**config.mk**
```make
export PLATFORM = sky130hd
export DESIGN_NAME = seq_detector
export DESIGN_NICKNAME = d
export VERILOG_FILES = /design/src/rtl/seq_det_pkg.sv /design/src/rtl/flex_stp_sr.sv /design/src/rtl/seq_detector.sv
export SDC_FILE = /design/constraint.sdc
export NUM_CORES = 1
export LEC_CHECK = 0
export BUFFER_PORTS_ARGS = -buffer_cell sky130_fd_sc_hd__buf_2
export CELL_PAD_IN_SITES_DETAIL_PLACEMENT = 1
export CELL_PAD_IN_SITES_GLOBAL_PLACEMENT = 1
export CORE_MARGIN = 1.5
export CORE_UTILIZATION = 30
export CTS_BUF_LIST = sky130_fd_sc_hd__clkbuf_16
export DETAILED_ROUTE_END_ITERATION = 16
export GPL_ROUTABILITY_DRIVEN = 0
export PLACE_DENSITY_LB_ADDON = 0.1
export SYNTH_ARGS = -nofsm -noshare
export SYNTH_HDL_FRONTEND = slang
export SYNTH_SLANG_ARGS = --single-unit
```
**constraint.sdc**
```tcl
create_clock -name clk -period 3.9 [get_ports clk]
set_input_delay 0.78 -clock clk [delete_from_list [all_inputs] [get_ports clk]]
set_output_delay 0.78 -clock clk [all_outputs]
set_load 0.1 [all_outputs]
```
**src/rtl/seq_det_pkg.sv**
```systemverilog
// -----------------------------------------------------------------------------
// seq_det_pkg
// Shared types and constant helpers for the programmable sequence detector.
//   state_t    : detector FSM state (FILL while the history is not yet valid,
//                ARMED once PAT_W valid bits are held).
//   fill_width : width needed for a fill counter that counts 0..pat_w.
// -----------------------------------------------------------------------------
package seq_det_pkg;

    typedef enum logic [0:0] {
        FILL  = 1'b0,
        ARMED = 1'b1
    } state_t;

    // The fill counter must be able to hold the value pat_w itself.
    function automatic int fill_width(input int pat_w);
        return $clog2(pat_w + 1);
    endfunction

endpackage

```
**src/rtl/flex_stp_sr.sv**
```systemverilog
// -----------------------------------------------------------------------------
// flex_stp_sr
// Flexible serial-to-parallel shift register with synchronous clear.
//   clk          : clock, rising edge
//   n_rst        : asynchronous active-low reset (register cleared to 0)
//   shift_enable : shift one bit in on this edge
//   clear        : synchronous clear, priority over shift_enable
//   serial_in    : bit shifted in
//   parallel_out : register contents
// SHIFT_MSB = 1 shifts toward the MSB (new bit enters at bit 0), so the
// oldest bit sits in the MSB; SHIFT_MSB = 0 shifts toward the LSB.
// -----------------------------------------------------------------------------
module flex_stp_sr #(
    parameter int NUM_BITS  = 4,
    parameter bit SHIFT_MSB = 1'b1
) (
    input  logic                clk,
    input  logic                n_rst,
    input  logic                shift_enable,
    input  logic                clear,
    input  logic                serial_in,
    output logic [NUM_BITS-1:0] parallel_out
);

    // NOTE: sequential state is updated with non-blocking assignments so every
    // flop samples pre-edge values regardless of process evaluation order.
    always_ff @(posedge clk or negedge n_rst) begin
        if (!n_rst) begin
            parallel_out <= '0;
        end else if (clear) begin
            parallel_out <= '0;
        end else if (shift_enable) begin
            if (SHIFT_MSB) begin
                parallel_out <= {parallel_out[NUM_BITS-2:0], serial_in};
            end else begin
                parallel_out <= {serial_in, parallel_out[NUM_BITS-1:1]};
            end
        end
    end

endmodule

```
**src/rtl/seq_detector.sv**
```systemverilog
// -----------------------------------------------------------------------------
// seq_detector
// Programmable serial sequence detector with don't-care mask, overlapping or
// non-overlapping detection and a saturating match counter.
//   clk         : clock, rising edge
//   n_rst       : asynchronous active-low reset
//   serial_in   : data bit, sampled only when in_valid = 1
//   in_valid    : qualifies serial_in
//   pat_load    : load pat_in / mask_in / overlap_in, restart the history
//   pat_in      : pattern, MSB is the first bit received
//   mask_in     : 1 = compare bit, 0 = don't care
//   overlap_in  : 1 = overlapping detection, 0 = non-overlapping
//   clr_count   : synchronous clear of match_count (wins over a hit)
//   match       : registered one-cycle pulse per detection
//   match_count : saturating detection count
//   armed       : history holds at least PAT_W valid bits
// -----------------------------------------------------------------------------
module seq_detector
    import seq_det_pkg::*;
#(
    parameter int               PAT_W       = 4,
    parameter int               CNT_W       = 8,
    parameter logic [PAT_W-1:0] RST_PAT     = PAT_W'(4'b1101),
    parameter bit               RST_OVERLAP = 1'b1
) (
    input  logic             clk,
    input  logic             n_rst,
    input  logic             serial_in,
    input  logic             in_valid,
    input  logic             pat_load,
    input  logic [PAT_W-1:0] pat_in,
    input  logic [PAT_W-1:0] mask_in,
    input  logic             overlap_in,
    input  logic             clr_count,
    output logic             match,
    output logic [CNT_W-1:0] match_count,
    output logic             armed
);

    localparam int               FILL_W = fill_width(PAT_W);
    localparam logic [FILL_W-1:0] FULL  = FILL_W'(PAT_W);

    logic [PAT_W-1:0]  hist;
    logic [PAT_W-1:0]  next_hist;
    logic [PAT_W-1:0]  pattern_q;
    logic [PAT_W-1:0]  mask_q;
    logic              overlap_q;
    logic [FILL_W-1:0] fill_q, fill_d, fill_inc;
    state_t            state_q, state_d;
    logic              sample;
    logic              hit;

    // A load discards the bit presented on the same edge.
    assign sample = in_valid & ~pat_load;

    flex_stp_sr #(
        .NUM_BITS  (PAT_W),
        .SHIFT_MSB (1'b1)
    ) u_hist (
        .clk          (clk),
        .n_rst        (n_rst),
        .shift_enable (sample),
        .clear        (pat_load),
        .serial_in    (serial_in),
        .parallel_out (hist)
    );

    // Next-state, fill count and hit evaluation.
    // NOTE: every signal assigned here gets a default first; a path that
    // leaves one unassigned would infer a latch.
    always_comb begin
        next_hist = {hist[PAT_W-2:0], serial_in};
        fill_inc  = (fill_q == FULL) ? FULL : fill_q + FILL_W'(1);
        hit       = sample && (fill_inc == FULL) &&
                    (((next_hist ^ pattern_q) & mask_q) == '0);
        state_d   = state_q;
        fill_d    = fill_q;

        if (pat_load) begin
            fill_d  = '0;
            state_d = FILL;
        end else if (sample) begin
            if (hit && !overlap_q) begin
                // Non-overlapping: the next hit needs PAT_W fresh bits.
                fill_d  = '0;
                state_d = FILL;
            end else begin
                fill_d = fill_inc;
                if (fill_inc == FULL) begin
                    state_d = ARMED;
                end
            end
        end
    end

    // NOTE: all control and data registers take a defined reset value; there
    // is no storage array here that could be left unreset.
    always_ff @(posedge clk or negedge n_rst) begin
        if (!n_rst) begin
            state_q   <= FILL;
            fill_q    <= '0;
            pattern_q <= RST_PAT;
            mask_q    <= '1;
            overlap_q <= RST_OVERLAP;
        end else begin
            state_q <= state_d;
            fill_q  <= fill_d;
            if (pat_load) begin
                pattern_q <= pat_in;
                mask_q    <= mask_in;
                overlap_q <= overlap_in;
            end
        end
    end

    // Registered outputs: match pulse and saturating counter.
    always_ff @(posedge clk or negedge n_rst) begin
        if (!n_rst) begin
            match       <= 1'b0;
            match_count <= '0;
        end else begin
            match <= hit;
            if (clr_count) begin
                match_count <= '0;
            end else if (hit && (match_count != '1)) begin
                match_count <= match_count + CNT_W'(1);
            end
        end
    end

    // state_q is a single flop, so armed is a direct flop output.
    assign armed = (state_q == ARMED);

endmodule

```
==> results.toml, run 1 <==
[worst_setup_path]
crit_chain = "inv_1 > ha_1 > nand3b_1 > o21ai_1 > nand3_1 > nor3_1 > mux2_2"
worst_setup_path_start_kind = "flip-flop"
arrival_ps = 2560
slowest_stage = "nand3_1"
cp_max_fo = 16
cp_num_buf_inv = 1
critPathKind = "flip-flop to flip-flop"
crit_required_ps = 4040
worstSetupEndpointType = "flip-flop"
crit_family = "simple AND/OR/NAND/NOR gates"
max_stage_delay_ps = 420

[finish]
antenna_cells = 0
syn_to_final_growth_pct = 19.7
layout.nets = 152
final_layout_size_suffix_gt1_frac = 0.346

[logic_synthesis]
yosysUniqueCellTypes = 29
synthCells = 111
synth_seq_cells = 25
ys_warn_count = 0
post-synth-top-area-fraction = 0.352
ys_seq_area_frac = 0.526
synthesis.area_um2 = 1210
synth_area_leaders = "dfrtp_1, dfstp_2, mux2_2, a21oi_1, nand3_1"
avgSynthCellArea_um2 = 10.9
yosysTopAreaCell = "dfrtp_1"
synthesis.nets = 129

[sta]
finClkSkew_ps = 4.63
setup_violations = 0
hold_violations = 0
tns_ps = 0
fmax_ghz = 0.413
finalMaxSlewViolations = 0
relSlewSlack = 0.595
rsz0062_at_grt = "no"
tightest_slew_ps = 606
layout_setup_ws_ps = 1480
min_period_over_period = 0.620
min_period_ps = 2420

[global_routing]
antenna_found_initial = 0
grt_max_degree = 26
track_usage = 0.125
first_global_vias = 916
overflow = 0
grt_pass1_wl_um = 4150

[floorplan]
die_x_um = 66.5
core_area_um2 = 3770
die-area_um2 = 4420
num_rows = 22
initial_core_util = 0.321
die_h_um = 66.5
pin_count = 25

[routing]
routed-via-count = 899
drtIter0Drc = 33
wl_per_cell_um = 13.5
drc = 0
viasPerCell = 4.97
dr.pass1.iters = 4
final_antenna_net_count = 0
wirelength_um = 2440

[pwr]
seqPwrFrac = 0.505
p_comb_frac = 0.083
p_int_w = 0.000440
p_sw_frac = 0.222
leakagePower_nw = 0.659
power.switching_w = 0.000126
power.density_nw_per_um2 = 391
irDropWorstVdd_mv = 0.150
p_clk_frac = 0.412

[clock_tree]
h-tree-depth = 1
cts_setup_buffers = 0
cts.clk_slew.worst_paths_ps = 70
ctsHoldBuffers = 0
cts_num_sinks = 25
cts_resized = 0
cts_tree = "built"
cts_made_buffers = 3
clock_path_buffers = 2
ctsRootBufferMaster = "clkbuf_16"
worstSkewPairLatency_ps = 260

[placement]
portBuffers = 24
place_ws_ps = 1250
dpl.hpwl_um = 1790

[run_status]
outcome = "complete, no violations"

[min_path]
hp-class = "flip-flop to flip-flop"

[flow_run]
cap_violations = 0
## tightest hold or removal path, stage by stage, from the launching register on
cell and delay [ps]:
dfrtp_1 340, nor2_1 50, nor2_1 70
## synthesized netlist by cell type (all sizes together)
master  count
a21oi      11
a222oi      1
and3        1
and4b       1
buf         3
clkbuf      3
dfrtp      17
dfstp       8
ha          3
inv         5
mux2       10
mux2i       3
nand2       3
nand2b      2
nand3       8
nand3b      2
nor2        7
nor2b       1
nor3        2
o21ai       3
o21bai      1
o31ai       4
o41ai       1
or3         3
or4         3
xnor2       1
xor2        4
## placed cells by master (no fill, tap or decap), drive strengths merged
cell type / Yosys / layout
or3: 3 / 3
mux2: 10 / 10
a222oi: 1 / 1
xor2: 4 / 4
ha: 3 / 3
o21ai: 3 / 3
buf: 3 / 24
nor2b: 1 / 1
mux2i: 3 / 3
and3: 1 / 1
inv: 5 / 5
nor2: 7 / 7
or4: 3 / 3
o31ai: 4 / 4
nand2: 3 / 3
o21bai: 1 / 1
nand3: 8 / 8
nor3: 2 / 2
and4b: 1 / 1
dfstp: 8 / 8
clkinvlp: 0 / 1
o41ai: 1 / 1
nand3b: 2 / 2
a21oi: 11 / 11
nand2b: 2 / 2
xnor2: 1 / 1
dfrtp: 17 / 17
clkbuf: 3 / 3
## registers in the layout, summed over array words and instances, names as in the netlist
register / cells
overlap_q: 1
armed: 1
match: 1
u_hist.parallel_out: 3
mask_q: 4
pattern_q: 4
fill_q: 3
match_count: 8
## power by group through the flow
stage | clock network (W) | logic [W] | registers, W
floorplan | 0 | 0.0000301 | 0.000289
global placement | 0 | 0.0000479 | 0.000290
detailed placement | 0 | 0.0000484 | 0.000291
CTS | 0.000239 | 0.0000485 | 0.000287
global route | 0.000249 | 0.0000529 | 0.000288
finish | 0.000233 | 0.0000470 | 0.000286
## routing by layer
metal | GRT usage | share of wire
met5 | 0 | 0
met4 | 0.0689 | 0.021
met3 | 0.0304 | 0.041
met2 | 0.190 | 0.45
met1 | 0.163 | 0.49
## metrics by stage
step / util / instances / instance area [um^2] / total power, W / hold slack, ps
finish: 0.384 / 181 / 1450 / 0.000566 / 491
detailed placement: 0.362 / 177 / 1360 / 0.000340 / 493
global placement: 0.362 / 177 / 1360 / 0.000338 / 495
CTS: 0.384 / 181 / 1450 / 0.000574 / 507
global route: 0.384 / 181 / 1450 / 0.000589 / 543
floorplan: - / 111 / 1210 / 0.000320 / 484
## cell families (layout without fill, tap and decap cells)
| family | count (synthesis) | count (layout) | share of synthesized area |
|---|---|---|---|
| AND/OR/NAND/NOR | 33 | 33 | 0.148 |
| flip-flops | 25 | 25 | 0.526 |
| AO/OA/AOI/OAI | 21 | 21 | 0.105 |
| multiplexers | 13 | 13 | 0.118 |
| buffers and inverters | 11 | 33 | 0.0362 |
| XOR/XNOR | 5 | 5 | 0.0362 |
| adder cells (fa/ha/maj) | 3 | 3 | 0.0311 |
## path summary, 6_finish.rpt
check / start / depth (start not counted) / slack [ps] / end
max in group asynchronous: n_rst / 1 / 3020 / pattern_q[0]$_DFFE_PN1P_
min in group asynchronous: n_rst / 1 / 500 / match_count[3]$_DFFE_PN0P_
max: fill_q[0]$_DFFE_PN0P_ / 7 / 1480 / match_count[5]$_DFFE_PN0P_
max reg2reg: fill_q[0]$_DFFE_PN0P_ / 7 / 1480 / match_count[5]$_DFFE_PN0P_
min reg2reg: armed$_DFFE_PN0P_ / 2 / 490 / armed$_DFFE_PN0P_
min: armed$_DFFE_PN0P_ / 2 / 490 / armed$_DFFE_PN0P_
## final cells by class
cell class | count | area (um^2)
fill | 428 | 2320
sequential | 25 | 636
multi-input combinational | 75 | 529
timing repair buffer | 24 | 120
clock buffer | 3 | 75.1
tap | 48 | 60.1
inverter | 5 | 18.8
clock inverter | 1 | 7.51
Power figures use the tool's default switching activity.
==> run 2: changes to the inputs <==
==> constraint.sdc (replaced) <==
create_clock -name clk -period 2.38 [get_ports clk]
set_input_delay 0.476 -clock clk [delete_from_list [all_inputs] [get_ports clk]]
set_output_delay 0.476 -clock clk [all_outputs]
set_load 0.1 [all_outputs]
==> run 2 against run 1 <==
Compared with the run above:
- fmax rose by 9.8%
- sequential share of layout area fell by 0.53 points
- die area did not move
- highest routed layer unchanged
- largest cell class unchanged
- clock skew fell by 1.1 ps
- critical endpoint unchanged
- core utilization rose by 0.46 points
- critical path type unchanged
- sequential power rose by 64%
==> results.toml, run 2 (synthesis gave the netlist of run 1 again) <==
[run_status]
outcome = "complete, no violations"

[floorplan]
initial_core_util = 0.321
die_h_um = 66.5
core_area_um2 = 3770
num_rows = 22
pin_count = 25
die-area_um2 = 4420
die_x_um = 66.5

[clock_tree]
h-tree-depth = 1
cts.clk_slew.worst_paths_ps = 60
clock_path_buffers = 2
ctsHoldBuffers = 0
cts_num_sinks = 25
ctsRootBufferMaster = "clkbuf_16"
worstSkewPairLatency_ps = 260
cts_tree = "built"
cts_made_buffers = 3

[placement]
dpl_cell_area_um2 = 1380
dpl.hpwl_um = 1880
portBuffers = 24
placed_cells = 179

[sta]
fmax_ghz = 0.454
min_period_over_period = 0.926
finClkSkew_ps = 3.54
setup_violations = 0
finalMaxSlewViolations = 0
hold_violations = 0
rsz0062_at_grt = "no"
tns_ps = 0
min_period_ps = 2200
holdWs_ps = 209
relSlewSlack = 0.602
tightest_slew_ps = 595

[routing]
wirelength_um = 2570
routed-via-count = 925
dr.pass1.iters = 4
wl_per_cell_um = 14.0
final_antenna_net_count = 0
drtIter0Drc = 31
drc = 0
viasPerCell = 5.05

[worst_setup_path]
crit_start = "fill_q[0]$_DFFE_PN0P_"
cp_num_buf_inv = 1
crit_end = "match_count[5]$_DFFE_PN0P_"
reg2reg_slack_ps = 180
crit_family = "simple AND/OR/NAND/NOR gates"
critPathKind = "flip-flop to flip-flop"
r2r_cells = 7
crit_required_ps = 2520
r2r-start = "fill_q[0]$_DFFE_PN0P_"
worstSetupEndpointType = "flip-flop"
cp_max_fo = 9
crit_chain = "inv_1 > ha_1 > nand3b_1 > o21ai_1 > nand3_2 > nor3_1 > mux2_2"
cp.depth = 7
rr_endpoint = "match_count[5]$_DFFE_PN0P_"
slowest_stage = "dfrtp_1"
arrival_ps = 2340
max_stage_delay_ps = 390
worst_setup_path_start_kind = "flip-flop"

[finish]
fin_cells = 183
top_register = "match_count"
design_area_um2 = 1460
final_layout_size_suffix_gt1_frac = 0.363
layout.nets = 154
largestRegisters = "match_count (8), mask_q (4), pattern_q (4)"
most-common-layout-cells = "buf_2, dfrtp_1, a21oi_1"
largest_reg_flops = 8
final_common_cell = "buf_2"
syn_to_final_growth_pct = 21.1
antenna_cells = 0

[pwr]
leakagePower_nw = 0.671
power.switching_w = 0.000197
irDropWorstVdd_mv = 0.411
p_comb_frac = 0.086
seqPwrFrac = 0.511
p_sw_frac = 0.215
power.density_nw_per_um2 = 627
p_int_w = 0.000720
p_clk_frac = 0.403

[global_routing]
first_global_vias = 989
grt_pass1_wl_um = 4690
track_usage = 0.141
grt_max_degree = 26
overflow = 0
antenna_found_initial = 0

[flow_run]
cap_violations = 0

[min_path]
hp-class = "primary input to asynchronous set/reset pin"
-- run 2: through the flow --
step	worst slack, ps	total power (W)	utilization
after floorplan	120	0.000524	-
after global routing	8.99	0.000968	0.388
after CTS	68.7	0.000937	0.387
after global placement	155	0.000555	0.366
after detailed placement	103	0.000558	0.366
final	177	0.000918	0.388
-- run 2: area by class of cell --
class                      instances  area, um^2
clock buffer                       3        75.1
clock inverter                     1        5.00
fill                             425        2310
inverter                           5        18.8
multi-input combinational         75         534
sequential                        25         636
tap                               48        60.1
timing repair buffer              26         135
-- run 2: worst min-delay path by stage --
| stage | startpoint | end | slack [ps] |
|---|---|---|---|
| after global routing | n_rst | match_count[1]$_DFFE_PN0P_ | 250 |
| after detailed placement | armed$_DFFE_PN0P_ | armed$_DFFE_PN0P_ | 490 |
| after floorplan | n_rst | armed$_DFFE_PN0P_ | 180 |
| final | n_rst | match_count[7]$_DFFE_PN0P_ | 210 |
| after global placement | armed$_DFFE_PN0P_ | armed$_DFFE_PN0P_ | 480 |
| after CTS | n_rst | match_count[1]$_DFFE_PN0P_ | 230 |
-- run 2: timing repair --
item,4_1_cts,5_1_grt
buffers inserted,0,0
gates resized for setup,0,1
endpoints found under the setup margin,0,6
-- run 2: power by group through the flow --
stage | combinational (W) | sequential, W | clock, W
CTS | 0.0000805 | 0.000470 | 0.000387
finish | 0.0000790 | 0.000469 | 0.000370
floorplan | 0.0000494 | 0.000474 | 0
global placement | 0.0000790 | 0.000476 | 0
detailed placement | 0.0000805 | 0.000477 | 0
global route | 0.0000916 | 0.000472 | 0.000405
-- run 2: layer usage --
layer,part of all wire,global-route usage,routed length (um)
met1,0.50,0.197,1280
met2,0.45,0.215,1170
met3,0.041,0.0422,106
met4,0.0054,0.0306,14
met5,0,0,0
